<file path="src/rtl/uart_pkg.sv">
// Shared definitions for the buffered UART transmitter.
package uart_pkg;

    typedef logic [2:0] state_t;

    localparam logic [2:0] ST_IDLE   = 3'd0;
    localparam logic [2:0] ST_START  = 3'd1;
    localparam logic [2:0] ST_DATA   = 3'd2;
    localparam logic [2:0] ST_PARITY = 3'd3;
    localparam logic [2:0] ST_STOP   = 3'd4;

    localparam int PAR_NONE = 0;
    localparam int PAR_ODD  = 1;
    localparam int PAR_EVEN = 2;

    // Number of bit slots in one frame: start + data + optional parity + stop.
    function automatic int frame_bits(input int data_bits, input int parity, input int stop_bits);
        return 1 + data_bits + ((parity != PAR_NONE) ? 1 : 0) + stop_bits;
    endfunction

endpackage

</file>
<file path="src/rtl/uart_tx_buffered_fifo.sv">
// Synchronous FIFO with flush; read data is presented combinationally from the read pointer.
module sync_fifo #(
    parameter int WIDTH = 8,
    parameter int DEPTH = 16
) (
    input  logic                     clk,
    input  logic                     rst_n,
    input  logic                     push_i,
    input  logic                     pop_i,
    input  logic                     flush_i,
    input  logic [WIDTH-1:0]         din_i,
    output logic [WIDTH-1:0]         dout_o,
    output logic [$clog2(DEPTH):0]   count_o,
    output logic                     full_o,
    output logic                     empty_o
);

    localparam int AW = $clog2(DEPTH);

    logic [WIDTH-1:0] mem_q [DEPTH];
    logic [AW-1:0]    wr_ptr_q, wr_ptr_d;
    logic [AW-1:0]    rd_ptr_q, rd_ptr_d;
    logic [AW:0]      count_q, count_d;
    logic             do_push;
    logic             do_pop;

    assign full_o  = (count_q == (AW+1)'(DEPTH));
    assign empty_o = (count_q == '0);
    assign dout_o  = mem_q[rd_ptr_q];
    assign count_o = count_q;

    // Flush wins over anything happening on the same edge.
    assign do_push = push_i && !full_o && !flush_i;
    assign do_pop  = pop_i && !empty_o && !flush_i;

    always_comb begin
        wr_ptr_d = wr_ptr_q;
        rd_ptr_d = rd_ptr_q;
        count_d  = count_q;
        if (flush_i) begin
            wr_ptr_d = '0;
            rd_ptr_d = '0;
            count_d  = '0;
        end else begin
            if (do_push) wr_ptr_d = wr_ptr_q + 1'b1;
            if (do_pop)  rd_ptr_d = rd_ptr_q + 1'b1;
            if (do_push && !do_pop)      count_d = count_q + 1'b1;
            else if (do_pop && !do_push) count_d = count_q - 1'b1;
        end
    end

    always_ff @(posedge clk or negedge rst_n) begin
        if (!rst_n) begin
            wr_ptr_q <= '0;
            rd_ptr_q <= '0;
            count_q  <= '0;
        end else begin
            wr_ptr_q <= wr_ptr_d;
            rd_ptr_q <= rd_ptr_d;
            count_q  <= count_d;
        end
    end

    always_ff @(posedge clk) begin
        if (do_push) mem_q[wr_ptr_q] <= din_i;
    end

endmodule

</file>
<file path="src/rtl/uart_tx_buffered.sv">
// Buffered UART transmitter: FIFO, baud down-counter and frame serialiser.
//
//   state     | meaning
//   ST_IDLE   | line high, waiting for a buffered word
//   ST_START  | start bit (low) on the line
//   ST_DATA   | data bits, LSB first
//   ST_PARITY | parity bit
//   ST_STOP   | stop bit(s); may chain straight into the next start bit
module uart_tx_buffered
    import uart_pkg::*;
#(
    parameter int CLK_DIV    = 868,
    parameter int DATA_BITS  = 8,
    parameter int PARITY     = 0,
    parameter int STOP_BITS  = 1,
    parameter int FIFO_DEPTH = 16
) (
    input  logic                          clk,
    input  logic                          rst_n,
    input  logic [DATA_BITS-1:0]          tx_data,
    input  logic                          tx_valid,
    output logic                          tx_ready,
    input  logic                          tx_pause,
    input  logic                          tx_flush,
    output logic                          tx_pin,
    output logic                          tx_busy,
    output logic [$clog2(FIFO_DEPTH):0]   fifo_count
);

    localparam int BW = $clog2(CLK_DIV);
    localparam logic [BW-1:0] BAUD_RELOAD = BW'(CLK_DIV - 1);
    localparam logic [3:0]    LAST_DATA   = 4'(DATA_BITS - 1);
    localparam logic [3:0]    LAST_STOP   = 4'(STOP_BITS - 1);

    state_t                 state_q, state_d;
    logic [BW-1:0]          baud_q, baud_d;
    logic [3:0]             bit_q, bit_d;
    logic [DATA_BITS-1:0]   shift_q, shift_d;
    logic                   par_q, par_d;
    logic                   pin_q, pin_d;
    logic                   busy_q, busy_d;

    logic                   fifo_push;
    logic                   fifo_pop;
    logic                   fifo_full;
    logic                   fifo_empty;
    logic [DATA_BITS-1:0]   fifo_dout;
    logic                   baud_zero;
    logic                   start_ok;
    logic                   par_load;

    assign tx_ready  = !fifo_full && !tx_flush;
    assign fifo_push = tx_valid && tx_ready;

    sync_fifo #(
        .WIDTH (DATA_BITS),
        .DEPTH (FIFO_DEPTH)
    ) u_fifo (
        .clk     (clk),
        .rst_n   (rst_n),
        .push_i  (fifo_push),
        .pop_i   (fifo_pop),
        .flush_i (tx_flush),
        .din_i   (tx_data),
        .dout_o  (fifo_dout),
        .count_o (fifo_count),
        .full_o  (fifo_full),
        .empty_o (fifo_empty)
    );

    assign baud_zero = (baud_q == '0);
    // A flush in the same cycle suppresses the pop, so no frame is started from stale data.
    assign start_ok  = !fifo_empty && !tx_pause && !tx_flush;
    assign par_load  = (^fifo_dout) ^ (PARITY == PAR_ODD);

    always_comb begin
        state_d  = state_q;
        baud_d   = baud_zero ? BAUD_RELOAD : baud_q - 1'b1;
        bit_d    = bit_q;
        shift_d  = shift_q;
        par_d    = par_q;
        pin_d    = pin_q;
        busy_d   = busy_q;
        fifo_pop = 1'b0;

        case (state_q)
            ST_IDLE: begin
                pin_d  = 1'b1;
                busy_d = 1'b0;
                baud_d = BAUD_RELOAD;
                if (start_ok) begin
                    fifo_pop = 1'b1;
                    shift_d  = fifo_dout;
                    par_d    = par_load;
                    pin_d    = 1'b0;
                    busy_d   = 1'b1;
                    state_d  = ST_START;
                end
            end
            ST_START: begin
                if (baud_zero) begin
                    pin_d   = shift_q[0];
                    shift_d = shift_q >> 1;
                    bit_d   = '0;
                    state_d = ST_DATA;
                end
            end
            ST_DATA: begin
                if (baud_zero) begin
                    if (bit_q == LAST_DATA) begin
                        bit_d = '0;
                        if (PARITY != PAR_NONE) begin
                            pin_d   = par_q;
                            state_d = ST_PARITY;
                        end else begin
                            pin_d   = 1'b1;
                            state_d = ST_STOP;
                        end
                    end else begin
                        pin_d   = shift_q[0];
                        shift_d = shift_q >> 1;
                        bit_d   = bit_q + 1'b1;
                    end
                end
            end
            ST_PARITY: begin
                if (baud_zero) begin
                    pin_d   = 1'b1;
                    bit_d   = '0;
                    state_d = ST_STOP;
                end
            end
            ST_STOP: begin
                if (baud_zero) begin
                    if (bit_q == LAST_STOP) begin
                        if (start_ok) begin
                            // Back-to-back: next start bit begins on this very edge.
                            fifo_pop = 1'b1;
                            shift_d  = fifo_dout;
                            par_d    = par_load;
                            pin_d    = 1'b0;
                            state_d  = ST_START;
                        end else begin
                            pin_d   = 1'b1;
                            busy_d  = 1'b0;
                            state_d = ST_IDLE;
                        end
                    end else begin
                        bit_d = bit_q + 1'b1;
                    end
                end
            end
            default: begin
                pin_d   = 1'b1;
                busy_d  = 1'b0;
                state_d = ST_IDLE;
            end
        endcase
    end

    always_ff @(posedge clk or negedge rst_n) begin
        if (!rst_n) begin
            state_q <= ST_IDLE;
            baud_q  <= '0;
            bit_q   <= '0;
            shift_q <= '0;
            par_q   <= 1'b0;
            pin_q   <= 1'b1;
            busy_q  <= 1'b0;
        end else begin
            state_q <= state_d;
            baud_q  <= baud_d;
            bit_q   <= bit_d;
            shift_q <= shift_d;
            par_q   <= par_d;
            pin_q   <= pin_d;
            busy_q  <= busy_d;
        end
    end

    assign tx_pin  = pin_q;
    assign tx_busy = busy_q;

endmodule

</file>
<file path="config.mk">
export PLATFORM = sky130hd
export DESIGN_NAME = uart_tx_buffered
export DESIGN_NICKNAME = d
export VERILOG_FILES = /design/src/rtl/uart_pkg.sv /design/src/rtl/uart_tx_buffered_fifo.sv /design/src/rtl/uart_tx_buffered.sv
export SDC_FILE = /design/constraint.sdc
export NUM_CORES = 1
export LEC_CHECK = 0
export BUFFER_PORTS_ARGS = -buffer_cell sky130_fd_sc_hd__buf_2
export CORE_AREA = 2 2 112 114
export CTS_CLUSTER_DIAMETER = 30
export DETAILED_ROUTE_END_ITERATION = 7
export DIE_AREA = 0 0 114 116
export MAX_ROUTING_LAYER = met4
export PLACE_DENSITY = 0.78
export SLEW_MARGIN = 20
export SYNTH_ARGS = -nofsm -noshare
export SYNTH_HDL_FRONTEND = slang
export SYNTH_SLANG_ARGS = --single-unit
</file>
<file path="constraint.sdc">
create_clock -name clk -period 3.2 [get_ports clk]
set_input_delay 0.16 -clock clk [delete_from_list [all_inputs] [get_ports clk]]
set_output_delay 0.16 -clock clk [all_outputs]
set_load 0.01 [all_outputs]
</file>
==> reports/qor.yml <==
status: "complete, no violations"
path_cells: "or2_0, a2111oi_4, nand2_1, nand2_1, ha_1, a21o_1, a21oi_1, nand4_1, o21a_1, o211ai_1"
critical-path-top-delay-family: "compound AO/OA/AOI/OAI gates"
synthToLayoutAreaGrowth_pct: 11.6
track_usage_pct: 24.4
antenna_left: 0
path_buf_inv: 0
switching_share_pct: 22.3
vias: 3987
slowest_stage: "a2111oi_4"
ir_worst_vdd_uv: 596
dr.pass1.iters: 5
tns_ns: 0
slew_headroom_pct: 38.9
synthTopCellsByCount: "edfxtp_1 (128), dfrtp_1 (39), mux4_2 (33)"
synth.most_common_cell: "edfxtp_1"
intPower_mw: 3.76
crit_path_end_kind: "flip-flop"
layout_worst_path_cycle_share_pct: 91.3
grt_pass1_vias: 4130
htreeDepth: 4
cts_sinks: 168
synth-edff-count: 128
cp_common_cell: "nand2_1"
ys_seq_area_share_pct: 65.9
die_h_um: 116
criticalPathCategory: "flip-flop to flip-flop"
yosysTopAreaCellShare_pct: 52.3
netlist_instances: 439
arrival_ns: 3.27
finalHoldViolCount: 0
power_mw: 4.83
yosysTopAreaCell: "edfxtp_1"
gp_congestion: 0.884
initial_core_util_pct: 61.7
drt_iter0_drc: 382
place_area_um2: 7590
wire_per_inst_um: 22.3
ioPinCount: 21
ctsLongestPathBuffers: 2
synthFlopType: "edfxtp_1"
synth_area_leaders: "edfxtp_1 (52%), dfrtp_1 (13%), mux4_2 (10%)"
ys_ff_latch: 168
antenna_found_initial: 0
pwr-share-comb_pct: 6.6
drcViolationCount: 0
tightest_slew_ns: 0.917
critPathRequiredTime_ns: 3.54
port-buffer-count: 20
netlist_area_um2: 7350
drv_cap: 0
nets: 496
design_area_um2: 8200
grt_first_pass_wirelength_mm: 22.5
grt-ovfl-total: 0
routed_wl_mm: 14.0
rsz0062_at_grt: "no"
cts_buffers: 17
postCtsSetupRepairBufs: 0
syn_nets: 465
drive_gt1_share_pct: 24.0
grt_max_degree: 41
core_region_area_um2: 11900
crit_fanout: 7
hold_class: "input pin to flip-flop"
fin_skew_ns: 0.00683
cts.clk_slew.worst_paths_ns: 0.07
switchingPower_mw: 1.08
max_stage_delay_ns: 0.54
die-area_um2: 13200
yosysUniqueCellTypes: 59
start_kind: "flip-flop"
seqPwrFrac_pct: 50.6
stdcell_count: 630
finalSetupViolCount: 0
cts_tree: "built"
ctsRootBufferMaster: "clkbuf_16"
async_flop_share_pct: 23.8
clock_power_share_pct: 42.8
die_w_um: 114
ys_warn_count: 0
min_period_ns: 2.92
avgSynthCellArea_um2: 16.7
hpwl_mm: 8.98
p_per_area_nw_per_um2: 590
rows: 40
clock_latency_ns: 0.42
clock.fmax_mhz: 342
dp_cells: 597
slew_violations: 0
p_leak_nw: 2.86
diodes: 0
viasPerCell: 6.33
-- cell type report --
type,instances,area (um2)
sequential,168,4850
fill,777,3710
multi-input combinational,242,2330
clock buffer,17,425
timing repair buffer,31,198
tap,147,184
clock inverter,15,175
inverter,10,37.5
-- cell families after synthesis --
| group | synth area share [%] |
|---|---|
| AOI/OAI and AO/OA | 7.19 |
| xor gates and xnor gates | 1.79 |
| adders and majority gates | 2.32 |
| buffers and inverters | 2.30 |
| DFF | 65.9 |
| muxes | 13.4 |
| and+or+nand+nor | 7.05 |
-- flip-flops by register name, indices dropped and copies added (netlist names) --
name             flops
bit_q                4
u_fifo.rd_ptr_q      4
u_fifo.mem_q       128
baud_q              10
state_q              3
tx_busy              1
u_fifo.count_o       5
u_fifo.wr_ptr_q      4
tx_pin               1
shift_q              8
-- per-layer routing --
| metal | wire length (um) | global-route usage (%) |
|---|---|---|
| met5 | 0 | - |
| met4 | 267 | 10.5 |
| met3 | 610 | 4.65 |
| met2 | 7350 | 40.2 |
| met1 | 5820 | 29.9 |
-- worst paths after layout --
path	startpoint	to	slack, ns	cells past startpoint
worst max-delay path	state_q[0]	u_fifo.count_o[4]	0.28	10
worst max register to register	state_q[0]	u_fifo.count_o[4]	0.28	10
worst min-delay path	tx_flush	u_fifo.rd_ptr_q[3]	0.09	2
worst min register to register	tx_pin	tx_pin	0.51	1
min in group asynchronous	rst_n	u_fifo.count_o[4]	0.41	2
max in group asynchronous	rst_n	baud_q[2]	2.22	2
-- worst reg2reg max path, stage by stage, from the launching register on --
cell and delay, ns:
dfrtp_1 0.45, or2_0 0.41, a2111oi_4 0.54, nand2_1 0.17
nand2_1 0.22, ha_1 0.29, a21o_1 0.16, a21oi_1 0.17
nand4_1 0.14, o21a_1 0.14, o211ai_1 0.15
-- per-stage QoR --
stage               setup slack (ns)  hold WS [ns]  utilization (%)
global placement               0.484         0.326             63.7
global route                  0.0660         0.102             68.8
detailed placement             0.343         0.346             63.7
CTS                            0.326        0.0720             68.8
finish                         0.278        0.0920             68.8
floorplan                      0.593        -0.136                -
-- power by group through the flow --
stage	combinational (mW)	sequential (mW)	clock, mW
after CTS	0.320	2.45	2.10
after detailed placement	0.316	2.49	0
after global routing	0.354	2.45	2.18
final	0.318	2.45	2.07
after floorplan	0.185	2.49	0
after global placement	0.308	2.49	0
-- cell usage in the layout (no fill, tap or decap), drive strengths merged, types with 7 or more instances in the layout --
master / synthesis / routed
nor2: 19 / 19
mux2i: 22 / 22
clkbuf: 6 / 17
xnor2: 8 / 8
buf: 13 / 30
o21ai: 13 / 13
edfxtp: 128 / 128
ha: 12 / 12
and2: 13 / 13
nand2: 20 / 20
dfrtp: 39 / 39
clkinv: 0 / 7
inv: 10 / 13
xor2: 7 / 7
nand3: 9 / 9
mux4: 33 / 33
a22o: 21 / 21
a21oi: 13 / 13
and3: 7 / 7
-- repair_timing --
| action | in CTS | in global routing |
|---|---|---|
| endpoints found under the hold margin | 39 | 0 |
| resized for setup | 0 | 0 |
| hold buffers | 1 | 0 |
Power figures use the tool's default switching activity.
